### src/rtl/cmp_pipe.sv
// cmp_pipe: pipelined signed/unsigned magnitude comparator.
// Skewed A + ~B + 1 carry chain, CHUNK bits resolved per stage.
module cmp_pipe #(
    parameter int WIDTH = 8,
    parameter int CHUNK = 4
) (
    input  logic             CLK,
    input  logic             RESETN,
    input  logic             I_VALID,
    output logic             I_READY,
    input  logic [WIDTH-1:0] A,
    input  logic [WIDTH-1:0] B,
    input  logic [2:0]       MODE,
    input  logic             SIGNED,
    output logic             O_VALID,
    input  logic             O_READY,
    output logic             O,
    output logic             O_EQ,
    output logic             O_GE
);

    localparam int STAGES = (WIDTH + CHUNK - 1) / CHUNK;

    logic             advance;
    logic [WIDTH-1:0] a_ent;
    logic [WIDTH-1:0] b_ent;

    assign advance = !O_VALID || O_READY;
    assign I_READY = advance;

    // MSB flip maps two's-complement order onto unsigned order
    assign a_ent = {A[WIDTH-1] ^ SIGNED, A[WIDTH-2:0]};
    assign b_ent = ~{B[WIDTH-1] ^ SIGNED, B[WIDTH-2:0]};

    for (genvar k = 0; k < STAGES; k++) begin : stg
        localparam int LO  = k * CHUNK;
        localparam int SRC = WIDTH - LO;
        localparam int SW  = (SRC < CHUNK) ? SRC : CHUNK;
        localparam int REM = SRC - SW;

        logic [SRC-1:0] a_src;
        logic [SRC-1:0] b_src;
        logic           cin;
        logic           eq_in;
        logic           v_in;
        logic [2:0]     m_in;
        logic [SW:0]    sum;
        logic           eq_sl;
        logic           carry_q;
        logic           eq_q;
        logic           v_q;
        logic [2:0]     m_q;

        if (k == 0) begin : g_src
            assign a_src = a_ent;
            assign b_src = b_ent;
            assign cin   = 1'b1;
            assign eq_in = 1'b1;
            assign v_in  = I_VALID;
            assign m_in  = MODE;
        end else begin : g_src
            assign a_src = stg[k-1].g_up.a_q;
            assign b_src = stg[k-1].g_up.b_q;
            assign cin   = stg[k-1].carry_q;
            assign eq_in = stg[k-1].eq_q;
            assign v_in  = stg[k-1].v_q;
            assign m_in  = stg[k-1].m_q;
        end

        assign sum = {1'b0, a_src[SW-1:0]}
                   + {1'b0, b_src[SW-1:0]}
                   + {{SW{1'b0}}, cin};
        assign eq_sl = (a_src[SW-1:0] == ~b_src[SW-1:0]);

        always_ff @(posedge CLK or negedge RESETN) begin
            if (!RESETN) begin
                carry_q <= 1'b0;
                eq_q    <= 1'b0;
                v_q     <= 1'b0;
                m_q     <= 3'd0;
            end else if (advance) begin
                carry_q <= sum[SW];
                eq_q    <= eq_in & eq_sl;
                v_q     <= v_in;
                m_q     <= m_in;
            end
        end

        if (REM > 0) begin : g_up
            logic [REM-1:0] a_q;
            logic [REM-1:0] b_q;

            always_ff @(posedge CLK or negedge RESETN) begin
                if (!RESETN) begin
                    a_q <= '0;
                    b_q <= '0;
                end else if (advance) begin
                    a_q <= a_src[SRC-1:SW];
                    b_q <= b_src[SRC-1:SW];
                end
            end
        end
    end

    logic       f_ge;
    logic       f_eq;
    logic [2:0] f_m;
    logic       rel;

    assign f_ge    = stg[STAGES-1].carry_q;
    assign f_eq    = stg[STAGES-1].eq_q;
    assign f_m     = stg[STAGES-1].m_q;
    assign O_VALID = stg[STAGES-1].v_q;
    assign O_GE    = f_ge;
    assign O_EQ    = f_eq;
    assign O       = rel;

    always_comb begin
        rel = 1'b0;
        unique case (1'b1)
            (f_m == 3'd0): rel = f_eq;
            (f_m == 3'd1): rel = !f_eq;
            (f_m == 3'd2): rel = !f_ge;
            (f_m == 3'd3): rel = !f_ge | f_eq;
            (f_m == 3'd4): rel = f_ge & !f_eq;
            (f_m == 3'd5): rel = f_ge;
            default:       rel = 1'b0;
        endcase
    end

endmodule

### config.mk
export PLATFORM = sky130hd
export DESIGN_NAME = cmp_pipe
export DESIGN_NICKNAME = d
export VERILOG_FILES = /design/src/rtl/cmp_pipe.sv
export SDC_FILE = /design/constraint.sdc
export NUM_CORES = 1
export LEC_CHECK = 0
export ABC_AREA = 1
export BUFFER_PORTS_ARGS = -buffer_cell sky130_fd_sc_hd__buf_2
export CAP_MARGIN = 40
export CORE_MARGIN = 2
export CORE_UTILIZATION = 30
export DETAILED_ROUTE_END_ITERATION = 12
export PLACE_DENSITY = 0.63
export RECOVER_POWER = 50
export SYNTH_ARGS = -nofsm -noshare
export SYNTH_HDL_FRONTEND = slang
export SYNTH_SLANG_ARGS = --single-unit
### constraint.sdc
create_clock -name CLK -period 1.1 [get_ports CLK]
set_input_delay 0.22 -clock CLK [delete_from_list [all_inputs] [get_ports CLK]]
set_output_delay 0.22 -clock CLK [all_outputs]
set_load 0.05 [all_outputs]
Word level (Yosys, flattened, before mapping). Cells that the tools add are included.

Register bits: 20. Logic and storage cells: 35. Output and inout bits: 5.

Multiplexer cells: 1. Eq/ne operators: 7. Add/sub/neg operators: 4. Bitwise gates (word level): 8. Reduce and logical (&&, ||, !) cells: 5.

Operators with widths (count): adder 4 x 4 -> 5 bit (2); equality test 4 bit (2); NOT 4 bit (2); NOT 8 bit (1); equality test 3 x 2 -> 1 bit, second input constant (2); equality test 3 bit, second input constant (2); one-hot mux 1 bit (6 select lines) (1); adder 5 x 1 -> 5 bit (1); adder 5 x 1 -> 5 bit, second input constant (1); equality test 3 x 1 -> 1 bit, second input constant (1); zero test 1 bit (3); zero test 3 bit (1); bitwise AND 1 bit (2); XOR 1 bit (2); logical OR 1 bit (1); OR 1 bit (1).

Depth between registers and ports, before layout.
Depth in word-level cells: 4. Gate-level depth with buffers: 7. Depth with buffers taken out: 7.

Least setup slack after synthesis. No wires, ideal clock.

Path kind: register to output. From: register stg[1].eq_q (netlist: O_EQ). To: output port O. Data required time: 0.880 ns. Setup slack: -0.412 ns. Buffers on the path: 0. Data arrival time: 1.292 ns. Stages on the path, launching flop included: 7. Cell sequence: dfrtp_1 > nand2_1 > nand2_1 > nand2_1 > nand2_1 > nand2_1 > nand2_1.

Longest elaborated chain between the ends: 3. Elaborated cells between the ends (all ways): 4.

Ends and longest elaborated chain: from (decl) (RTL line 50) `logic eq_q;`; from (signal assigned) (RTL line 83) `eq_q <= eq_in & eq_sl;`; zero test 1 bit (RTL line 122, 125); bitwise AND 1 bit (RTL line 125) `(f_m == 3'd4): rel = f_ge & !f_eq;`; one-hot mux 1 bit (6 select lines) * (RTL line 120) `unique case (1'b1)`; to (decl) (RTL line 17) `output logic O,`.

Mark *: on every way between the ends. The rest lies on a longest branch, timed or not.

Worst setup path after layout. Ends and elaborated chain as after synthesis.

==> results by stage <==
Outcome:
- The flow ran to the end, but the final reports show violations.
- The final reports fail on setup timing.

Synth:
- Counting flops with a built-in enable in the synthesized netlist gives 0.
- The biggest area contributor in the post-synthesis netlist is dfrtp_1.
- For this run, the register share of the synthesized area comes to 0.461.
- In the synthesized netlist, the number of instances is ~120.
- Dividing the synthesized area by the synthesized cell count gives 8.76 um^2.
- The post-synth net total is 156.
- Counting flops with an async set or reset pin after synthesis yields a share of 1.00.
- After synthesis, the netlist uses 20 different library cells.
- Of the post-synthesis cell area, the dominant cell type holds 0.461.
- The commonest register cell after synthesis is dfrtp_1.
- By area the synthesized netlist is led by dfrtp_1, nand2_1, ha_1.
- The total of warnings raised by yosys is 0.
- The flip-flop and latch count after synthesis is 20.
- The synthesized netlist occupies a cell area of ~1100 um^2.

Job:
- The max-capacitance violation count is 0.

Final layout:
- After filler insertion, the fill cell instance count of the layout stands at between 300 and 400.
- The leading cell type in the layout, fill and taps excluded is nand2_1.
- The final instance count without filler cells is ~220.
- The final cell area excluding filler cells is between 1500 and 2000 um^2.
- The number of antenna diodes in the final layout is 0.
- The area added between synthesis and finish is 46.1%.
- For this run, the share of the core covered by cells in the final layout is 0.464.
- The fraction of final layout cells sized beyond drive strength 1 is 0.483.
- The top cell types in the final layout, fill and taps aside, are nand2_1, buf_2, dfrtp_1.
- The final layout contains roughly 210 nets.

Drt:
- Dividing the detail-routed via count by the number of cells gives approximately 4.4.
- Wires add up to 2.36 mm.
- For this run, design rule violations remaining after detail routing come to 0.
- The number of iterations in the first detailed-routing pass is 4.
- The detailed router finished its first iteration with 13 violations.
- The wire length per cell is roughly 11 um.
- The detailed-route via count is around 970.
- The detail route stage leaves a number of antenna-violating nets equal to 0.

STA:
- Setup repair after global routing could not meet its margin everywhere.
- Once routing completed, OpenROAD measured the worst setup slack at -0.427 ns.
- The number of max-slew violations in the final report came to 0.
- The accumulated negative setup slack is -1.37 ns.
- The transition at the pin with the smallest max-transition slack is just under 0.5 ns.
- The highest achievable clock rate is ~660 MHz.
- The final hold violation count came to 0.
- The worst clock skew on the final layout is between 0.004 and 0.005 ns.
- Measured against its own limit, the worst slew margin works out to 0.678.
- The final count of negative-setup-slack endpoints is 8.
- The share of the clock period used by the worst path is 1.39.
- For the finished layout, the period the worst path requires is around 1.5 ns.

Worst setup path:
- The slowest stage of the critical path is the dfrtp_2 cell.
- The data arrival time at the worst-slack endpoint is between 1 and 1.5 ns.
- Among the stages of the critical path, the cell type that occurs most often is nand2_1.
- STA puts the critical path data required time at slightly below 0.9 ns.
- The sort of element at the start of the critical path is a flip-flop.
- The critical path is of the reg2out type.
- The worst setup path is captured at an output port.
- In this run the worst path has a maximum fanout of 4.
- The critical path goes through inv_2 > nand2_1 > nand2_1 > nand2_1 > nand2_1 > nand2_2 > nand2_4 > buf_8.
- For this run, the slowest stage of the critical path takes 0.46 ns.

Clock network:
- The root buffer cell is clkbuf_4.
- The clock sink total is 20.
- The CTS tree is done.
- The clock insertion delay at the later pin of the skew report is ~0.30 ns.
- The total CTS buffers is 3.
- The longest clock path from root to sink contains 2 buffers.
- In this run the number of H-tree levels came out at 1.
- The clock slew seen by the registers of the worst setup and hold paths is 0.11 ns.

Global route:
- The global-route congestion overflow total is 0.
- The number of global-route vias before repair is 963.
- The total global-route track usage is 0.118.
- Entering global routing, the biggest net connects 21 pins.
- The initial antenna violation count is 0.
- The first global-routing pass estimated 3.80 mm of wire.

Placed design:
- The placed instances occupy a cell area of between 1000 and 1500 um^2.
- The number of placed instances, taps included, is about 200.
- The number of port buffers is 28.
- The wire-length estimate of the detail-placed layout is between 1.5 and 2 mm.
- At the end of routability-driven placement, the weighted congestion stood at 0.741.

Power and ir drop:
- The power per standard cell area is approximately 1500 nW/um^2.
- VDD sags by at most 0.601 mV.
- The analysis attributes to cell leakage a power of approximately 0.85 nW.

Floorplan:
- For this configuration, the core starts out at a cell density of 0.318.
- During I/O placement, the number of pins put on the boundary was 29.
- After floorplanning, the core was sized to cover 3420 um^2.
- The overall die width is around 64 um.
- The die outline area is 4120 um^2.
- The number of rows in the core area is 21.
- The floorplan step set the die height to approximately 64 um.

Worst hold path:
- The min-delay analysis places its worst path in the category in2reg.
-- synthesized netlist by cell type (2+ instances only) --
library cell,count
buf_6,2
o21ai_1,5
dfrtp_1,20
o21ai_0,3
nand2_1,39
nor2_1,3
o21ai_2,3
ha_1,8
nand2_2,13
nand4_1,2
a21oi_1,2
nand3_1,2
inv_1,15
-- cell families (layout without fill, tap and decap cells) --
kind of cell               Yosys count  count (layout)  synth area share
AOI/OAI and AO/OA                   14              14            0.0772
xor gates and xnor gates             2               2            0.0161
adders and majority gates            8               8            0.0922
buffers and inverters               20              72             0.103
DFF                                 20              20             0.461
and+or+nand+nor                     60              60             0.251
-- worst max-delay path, delay by kind of cell (launching register included) --
family	cells	cell delay, ns
DFF	1	0.46
and+or+nand+nor	6	0.35
buffers and inverters	2	0.21
-- flip-flops by register name (all words and copies together), names as in the netlist --
| name | count |
|---|---|
| O_GE | 1 |
| stg.v_q | 1 |
| stg.m_q | 3 |
| stg.g_up.a_q | 4 |
| stg.eq_q | 1 |
| stg.g_up.b_q | 4 |
| O_EQ | 1 |
| stg.carry_q | 1 |
| f_m | 3 |
| O_VALID | 1 |
-- where the power goes --
part | total [mW] | switching (mW) | leakage, nW | internal, mW
clock | 0.425 | 0.224 | 0.0210 | 0.202
sequential | 0.937 | 0.0881 | 0.240 | 0.848
combinational | 0.974 | 0.496 | 0.588 | 0.478
-- what timing repair did --
| action | CTS | global route |
|---|---|---|
| resized for setup | 26 | 12 |
| hold buffers | 1 | 0 |
| pin swaps | 2 | 2 |
| setup buffers | 10 | 4 |
| hold endpoints to repair | 20 | 0 |
| endpoints found under the setup margin | 7 | 17 |
-- metal layers --
metal / vias up / part of all wire / GRT usage
met5: - / 0 / 0
met4: 0 / 0.0072 / 0.0399
met3: 2 / 0.049 / 0.0229
met2: 21 / 0.54 / 0.232
met1: 461 / 0.40 / 0.123
li1: 485 / - / -
-- stage by stage --
stage	hold slack, ns	power, mW	worst slack (ns)
final	0.0756	2.34	-0.427
after detailed placement	0.186	1.62	-0.166
after CTS	0.0719	2.29	-0.397
after global routing	0.0668	2.48	-0.477
after global placement	0.183	1.60	-0.153
after floorplan	-0.0756	1.42	-0.123
-- layout make-up --
cell class                 instances  area [um^2]  share of cell area
clock buffer                       4         36.3              0.0229
inverter                          17         71.3              0.0450
multi-input combinational         84          503               0.317
sequential                        20          504               0.318
tap                               46         57.6              0.0363
timing repair buffer              51          414               0.261
-- final timing paths --
kind                            start                  to  slack, ns  depth (start not counted)
min reg2reg                stg[0].v_q             O_VALID       0.46                          2
min in group asynchronous      RESETN  stg[0].g_up.b_q[0]       0.39                          2
max reg2reg                    f_m[0]              f_m[0]      -0.27                          9
min                              B[4]  stg[0].g_up.b_q[0]       0.08                          2
max                              O_EQ                   O      -0.43                          8
max in group asynchronous      RESETN                O_EQ       0.35                          2
No activity file was read; power rests on OpenSTA's default activity.
